### src/rtl/game_flow_controller.sv
// Game sequencer: title -> play <-> pause -> game over -> title.
// Owns lives, level, the frame-timed pause/gameover counter and the newLevel reload pulse.
module game_flow_controller #(
  parameter int LIVES_INIT      = 3,
  parameter int NUM_LEVELS      = 4,
  parameter int PAUSE_FRAMES    = 60,
  parameter int GAMEOVER_FRAMES = 180
) (
  input  logic       clk,
  input  logic       resetN,
  input  logic       startOfFrame,
  input  logic       spaceKey,
  input  logic       playerHit,
  input  logic       levelCleared,
  output logic [1:0] gameState,
  output logic [2:0] lives,
  output logic [2:0] level,
  output logic       newLevel,
  output logic       gameWon
);

  localparam int CMAX = (PAUSE_FRAMES > GAMEOVER_FRAMES) ? PAUSE_FRAMES : GAMEOVER_FRAMES;
  localparam int CW   = (CMAX < 1) ? 1 : $clog2(CMAX + 1);

  localparam logic [CW-1:0] PAUSE_LAST = CW'(PAUSE_FRAMES - 1);
  localparam logic [CW-1:0] GO_LIMIT   = CW'(GAMEOVER_FRAMES);
  localparam logic [2:0]    LIVES_LD   = 3'(LIVES_INIT);
  localparam logic [2:0]    LAST_LVL   = 3'(NUM_LEVELS - 1);

  typedef enum logic [1:0] {
    TITLE    = 2'd0,
    PLAY     = 2'd1,
    GAMEOVER = 2'd2,
    PAUSE    = 2'd3
  } state_t;

  state_t        state, stateNxt;
  logic [2:0]    livesNxt, levelNxt;
  logic          newLevelNxt, gameWonNxt;
  logic [CW-1:0] cnt, cntNxt;
  logic          spacePrev, spaceRise;

  assign spaceRise = spaceKey & ~spacePrev;
  assign gameState = state;

  always_ff @(posedge clk or negedge resetN) begin
    if (!resetN) begin
      state     <= TITLE;
      lives     <= LIVES_LD;
      level     <= 3'd0;
      newLevel  <= 1'b0;
      gameWon   <= 1'b0;
      cnt       <= '0;
      // Treat the key as already down so a press held through reset is not an edge
      spacePrev <= 1'b1;
    end else begin
      state     <= stateNxt;
      lives     <= livesNxt;
      level     <= levelNxt;
      newLevel  <= newLevelNxt;
      gameWon   <= gameWonNxt;
      cnt       <= cntNxt;
      spacePrev <= spaceKey;
    end
  end

  always_comb begin
    stateNxt    = state;
    livesNxt    = lives;
    levelNxt    = level;
    newLevelNxt = 1'b0;
    gameWonNxt  = gameWon;
    cntNxt      = cnt;
    unique case (state)
      TITLE: begin
        if (spaceRise) begin
          stateNxt    = PLAY;
          livesNxt    = LIVES_LD;
          levelNxt    = 3'd0;
          gameWonNxt  = 1'b0;
          newLevelNxt = 1'b1;
          cntNxt      = '0;
        end
      end
      PLAY: begin
        // A hit takes priority; a simultaneous clear is dropped
        if (playerHit) begin
          cntNxt = '0;
          if (lives <= 3'd1) begin
            livesNxt   = 3'd0;
            stateNxt   = GAMEOVER;
            gameWonNxt = 1'b0;
          end else begin
            livesNxt = lives - 3'd1;
            stateNxt = PAUSE;
          end
        end else if (levelCleared) begin
          cntNxt = '0;
          if (level >= LAST_LVL) begin
            stateNxt   = GAMEOVER;
            gameWonNxt = 1'b1;
          end else begin
            levelNxt = level + 3'd1;
            stateNxt = PAUSE;
          end
        end
      end
      PAUSE: begin
        if (startOfFrame) begin
          if (cnt >= PAUSE_LAST) begin
            stateNxt    = PLAY;
            cntNxt      = '0;
            newLevelNxt = 1'b1;
          end else begin
            cntNxt = cnt + CW'(1);
          end
        end
      end
      GAMEOVER: begin
        if (spaceRise && cnt == GO_LIMIT) begin
          stateNxt   = TITLE;
          cntNxt     = '0;
          gameWonNxt = 1'b0;
        end else if (startOfFrame && cnt < GO_LIMIT) begin
          cntNxt = cnt + CW'(1);
        end
      end
      default: stateNxt = TITLE;
    endcase
  end

endmodule

### config.mk
export PLATFORM = sky130hd
export DESIGN_NAME = game_flow_controller
export DESIGN_NICKNAME = d
export VERILOG_FILES = /design/src/rtl/game_flow_controller.sv
export SDC_FILE = /design/constraint.sdc
export NUM_CORES = 1
export LEC_CHECK = 0
export BUFFER_PORTS_ARGS = -buffer_cell sky130_fd_sc_hd__buf_4
export CAP_MARGIN = 30
export CORE_MARGIN = 2
export CORE_UTILIZATION = 46
export CTS_CLUSTER_SIZE = 20
export DETAILED_ROUTE_END_ITERATION = 8
export HOLD_SLACK_MARGIN = 0.15
export PLACE_DENSITY = 0.69
export SLEW_MARGIN = 20
export SYNTH_ARGS = -nofsm -noshare
export SYNTH_HDL_FRONTEND = slang
export SYNTH_SLANG_ARGS = --single-unit
### constraint.sdc
create_clock -name clk -period 1.77 [get_ports clk]
set_clock_uncertainty 0.05 [all_clocks]
set_input_delay 0.177 -clock clk [delete_from_list [all_inputs] [get_ports clk]]
set_output_delay 0.177 -clock clk [all_outputs]
set_load 0.01 [all_outputs]
* After elaboration in Yosys (flattened, before gate mapping) *
Index checks and enable logic that the tools add are counted.

operators by class
  multiplexer cells = 37
  reductions and logical operators = 10
  equal/unequal tests = 16
  magnitude comparators = 4
  $add $sub $neg = 3
  bitwise gates (word level) = 2

operator list
  cell                   count
  $mux W8                7
  $pmux W8 S4            1
  $mux W3                7
  $ne A2 B2 Y1 const B   8
  $mux W2                6
  $ne A3 B3 Y1 const B   4
  $pmux W3 S2            2
  $mux W1                11
  $reduce_and A5 Y1      2
  $add A8 B1 Y8 const B  1
  $eq A8 B8 Y1 const B   1
  $ge A8 B6 Y1 const B   1
  $lt A8 B8 Y1 const B   1
  $pmux W2 S4            1
  $reduce_and A6 Y1      1
  $eq A2 B2 Y1 const B   2
  $reduce_and A4 Y1      1
  $add A3 B1 Y3 const B  1
  $ge A3 B2 Y1 const B   1
  $le A3 B1 Y1 const B   1
  $pmux W1 S3            1
  $reduce_and A3 Y1      1
  $reduce_bool A3 Y1     1
  $sub A3 B1 Y3 const B  1
  other kinds (7)        8

storage, ports and cells
  output and inout bits = 10
  logic and storage cells = 79
  register bits after elaboration = 19
  input port bits = 6

* Logic depth before layout (Yosys ltp) *
  word-level depth = 5
  depth in mapped cells = 7
  depth with buffers taken out = 7

* Worst setup path before layout *
No wires, ideal clock.

  path kind = flip-flop to flip-flop
  start = reg state[0] (netlist: gameState[0])
  end = reg cnt[4]
  setup time = 126 ps
  required time = 1594 ps
  path buffers = 0
  period minus slack after synthesis = 1949 ps
  arrival = 1773 ps
  stages on the path, launching flop included = 7
  setup slack = -179 ps
  path through = dfrtp_1 inv_1 ha_1 inv_1 o221ai_1 or3_4 a221o_1

between the ends
  longest elaborated chain between the ends = 3
  elaborated cells between the ends (all ways) = 10
  those cells by class = 7 x eq/ne; 1 x mux; 2 x reduce/logical

RTL lines
  element                                                        RTL line  text
  start: declaration                                             37        state_t state, stateNxt;
  start signal: assignment                                       57        state <= stateNxt;
  $eq A2 B2 Y1, or another cell as far along                     74        unique case (state)
  $ne A3 B3 Y1 (no line) / $ne A2 B2 Y1 (equally long branches)  n/a
  $reduce_and A4 Y1 (no line)                                    n/a
  end signal: assignment                                         62        cnt <= cntNxt;
  end: declaration                                               40        logic [CW-1:0] cnt, cntNxt;

Several ways; a longest one is shown, not always the timed one.
A chain may end at the register's enable or synchronous reset.

* Worst setup path in the final report *
  start = reg state[0] (netlist: gameState[0])
  end = reg cnt[0]

Same word-level chain as after synthesis.

==> impl_metrics.py <==
metrics = {
    "status": {
        "status": "finished, violations left",
        "violations": "negative setup slack",
    },
    "worst_setup_path": {
        "crit_path_top_delay_cell": "dfrtp_2",
        "worstPathCellList": "ha_4 > or2b_1 > o221ai_2 > or3_4 > nor2_4 > mux2_2",
        "worst-path-max-fanout": 8,
        "worstSetupStartpointType": "flip-flop",
        "critical-path-max-stage-delay_ns": 0.48,
        "cp-end-kind": "flip-flop",
        "worstSetupPathType": "flip-flop to flip-flop",
        "cp.arrival_ns": 2.06,
        "cp.required_ns": 1.96,
    },
    "synth": {
        "yosysSeqAreaShare": 0.390,
        "synth_area_leaders": "dfrtp_1 (33%), ha_1 (10%), dfstp_2 (6.4%)",
        "yosys_warnings": 0,
        "ys_ff_latch": 19,
        "synth_top_area_frac": 0.326,
        "netlist_area_mm2": 0.00123,
        "synth.distinct_cells": 42,
        "synth_edf_count": 0,
        "async_reset_ff_frac": 1.00,
        "yosysTopAreaCell": "dfrtp_1",
        "syn_inst": 127,
        "synth.most_common_cell": "dfrtp_1",
        "synth-main-ff-cell": "dfrtp_1",
        "synth_nets": 143,
        "syn_area_per_cell_um2": 9.67,
        "synth_commonest_cells": "dfrtp_1 (16), inv_1 (13), ha_1 (10), nand2_1 (10), o21ai_0 (9)",
    },
    "finish": {
        "drive_gt1_frac": 0.465,
        "fin_util": 0.690,
        "syn_to_final_growth_pct": 40.4,
        "fillers": 198,
        "diodes": 0,
        "final_nets": 187,
    },
    "flow_run": {
        "maxCapViolCount": 0,
    },
    "clock_tree": {
        "clock-root-buffer": "clkbuf_4",
        "clkLatencyLatePin_ns": 0.29,
        "cts_tree": "built",
        "clock-sinks": 19,
        "cts_buffer_depth": 2,
        "clkSlewWorstSetupHoldPaths_ns": 0.10,
        "cts_buffers": 3,
        "htree_levels": 1,
    },
    "grt": {
        "antenna_found_initial": 0,
        "grt_pass1_vias": 1120,
        "grt_max_degree": 20,
        "grt-ovfl-total": 0,
        "grt_util_all_layers": 0.203,
        "grt_pass1_wl_mm": 5.09,
    },
    "sta": {
        "fmax_ghz": 0.535,
        "setup_slack_ns": -0.0975,
        "grt_setup_unrepaired": "true",
        "tightest_slew_ns": 0.294,
        "finalHoldViolCount": 0,
        "post-route-min-period_ns": 1.87,
        "relSlewSlack": 0.804,
        "holdWs_ns": 0.242,
        "setup_violations": 10,
        "fin_crit_sh": 1.06,
        "slew_violations": 0,
    },
    "floorplan": {
        "core-area_mm2": 0.00250,
        "fp-row-count": 18,
        "start_util": 0.491,
        "die_area_mm2": 0.00310,
        "fp.dieW_um": 55.7,
        "io_pins": 16,
        "dieHeight_um": 55.7,
    },
    "routing": {
        "post-route-drc-count": 0,
        "ant_nets": 0,
        "via_per_inst": 5.43,
        "drt-total-wl_mm": 3.10,
        "wl_per_cell_um": 15.5,
        "vias": 1085,
        "drt_first_pass_iters": 4,
        "first_iter_violations": 20,
    },
    "power": {
        "p_leak_nw": 0.798,
        "power.density_mw_per_mm2": 1410,
        "ir_worst_vdd_uv": 1090,
    },
    "hold_path": {
        "worstHoldPathType": "input pin to async pin",
    },
    "placed_design": {
        "io_buffer_count": 15,
        "dp_hpwl_mm": 2.26,
        "gp_congestion": 0.839,
    },
}
## critical path, delay by kind of cell (launching register included)
family,cells,cell delay [ns]
compound gates,1,0.12
simple gates,3,0.79
fa+ha+maj,1,0.18
mux,1,0.20
flops,1,0.48
## path summary, 6_finish.rpt
kind                                   start       end  slack, ns  cells past startpoint
worst max-delay path            gameState[0]    cnt[0]       -0.1                      6
max in group asynchronous             resetN  lives[1]       1.16                      2
min in group clk                startOfFrame  newLevel       0.25                      5
worst min register to register      lives[0]  lives[0]       0.48                      2
worst max register to register  gameState[0]    cnt[0]       -0.1                      6
worst min-delay path                  resetN    cnt[7]       0.24                      2
## routing by layer
metal	share of wire	up-vias	GRT usage
met5	0	-	0
li1	-	543	-
met4	0.0068	0	0.0314
met3	0.029	2	0.0442
met1	0.47	523	0.278
met2	0.50	17	0.335
## sequential cells by signal (all words and copies together), names as in the netlist
| signal | count |
|---|---|
| cnt | 8 |
| level | 3 |
| lives | 3 |
| gameState | 2 |
| gameWon | 1 |
| newLevel | 1 |
| spacePrev | 1 |
## metrics by stage
stage          std cells  setup TNS, ns  instance area, um^2  total power, mW  worst slack (ns)
6_report             200         -0.708                 1730             2.43           -0.0975
5_1_grt              200          -1.95                 1730             2.63            -0.202
4_1_cts              199         -0.708                 1640             2.28            -0.103
3_5_place_dp         191         -0.950                 1570             2.03            -0.107
3_3_place_gp         191         -0.143                 1570             1.97           -0.0368
2_1_floorplan        127              0                 1270             1.49           0.00720
## power by group
group / leakage, nW / internal [mW] / switching, mW / total [mW]
Sequential: 0.242 / 0.562 / 0.126 / 0.688
Clock: 0.0150 / 0.0877 / 0.130 / 0.217
Combinational: 0.541 / 0.763 / 0.762 / 1.53
## kinds of logic (layout without fill, tap and decap cells)
logic type      Yosys count  in the layout  share of synthesized area
simple gates             43             43                      0.205
compound gates           36             36                      0.217
flops                    19             19                      0.390
buf+inv                  14             57                     0.0428
fa+ha+maj                10             10                      0.102
mux                       5              5                     0.0438
## placed cells by master (no fill, tap or decap), drive strengths merged, types with 2 or more instances in the layout
cell type	netlist	layout
and3	2	2
o21a	3	3
and2	2	2
a21oi	5	5
dfrtp	16	16
or2b	2	2
nand3	2	2
dlygate4sd3	0	3
a211oi	2	2
o22ai	2	2
nor2b	3	3
o21ai	9	9
buf	0	37
inv	13	13
nor3	4	4
mux2i	2	2
nor2	8	8
o211ai	2	2
ha	10	10
and2b	3	3
nand2	11	11
mux2	3	3
a22o	6	6
dfstp	3	3
a211o	2	2
clkbuf	1	4
## what timing repair did
action | 4_1_cts | 5_1_grt
hold buffers | 3 | 0
gates resized for setup | 2 | 19
pin swaps | 5 | 9
setup endpoints to repair | 13 | 17
hold endpoints to repair | 21 | 0
setup buffers | 1 | 1
cloned | 0 | 0
## final cells by class
type                            instances  area [um^2]  share of cell area
Sequential cell                        19          484               0.281
Multi-Input combinational cell         94          817               0.474
Tap cell                               30         37.5              0.0218
Inverter                               13         48.8              0.0283
Clock buffer                            4         26.3              0.0152
Timing Repair Buffer                   40          312               0.181
Note: power is estimated with default switching activity, not from simulation.
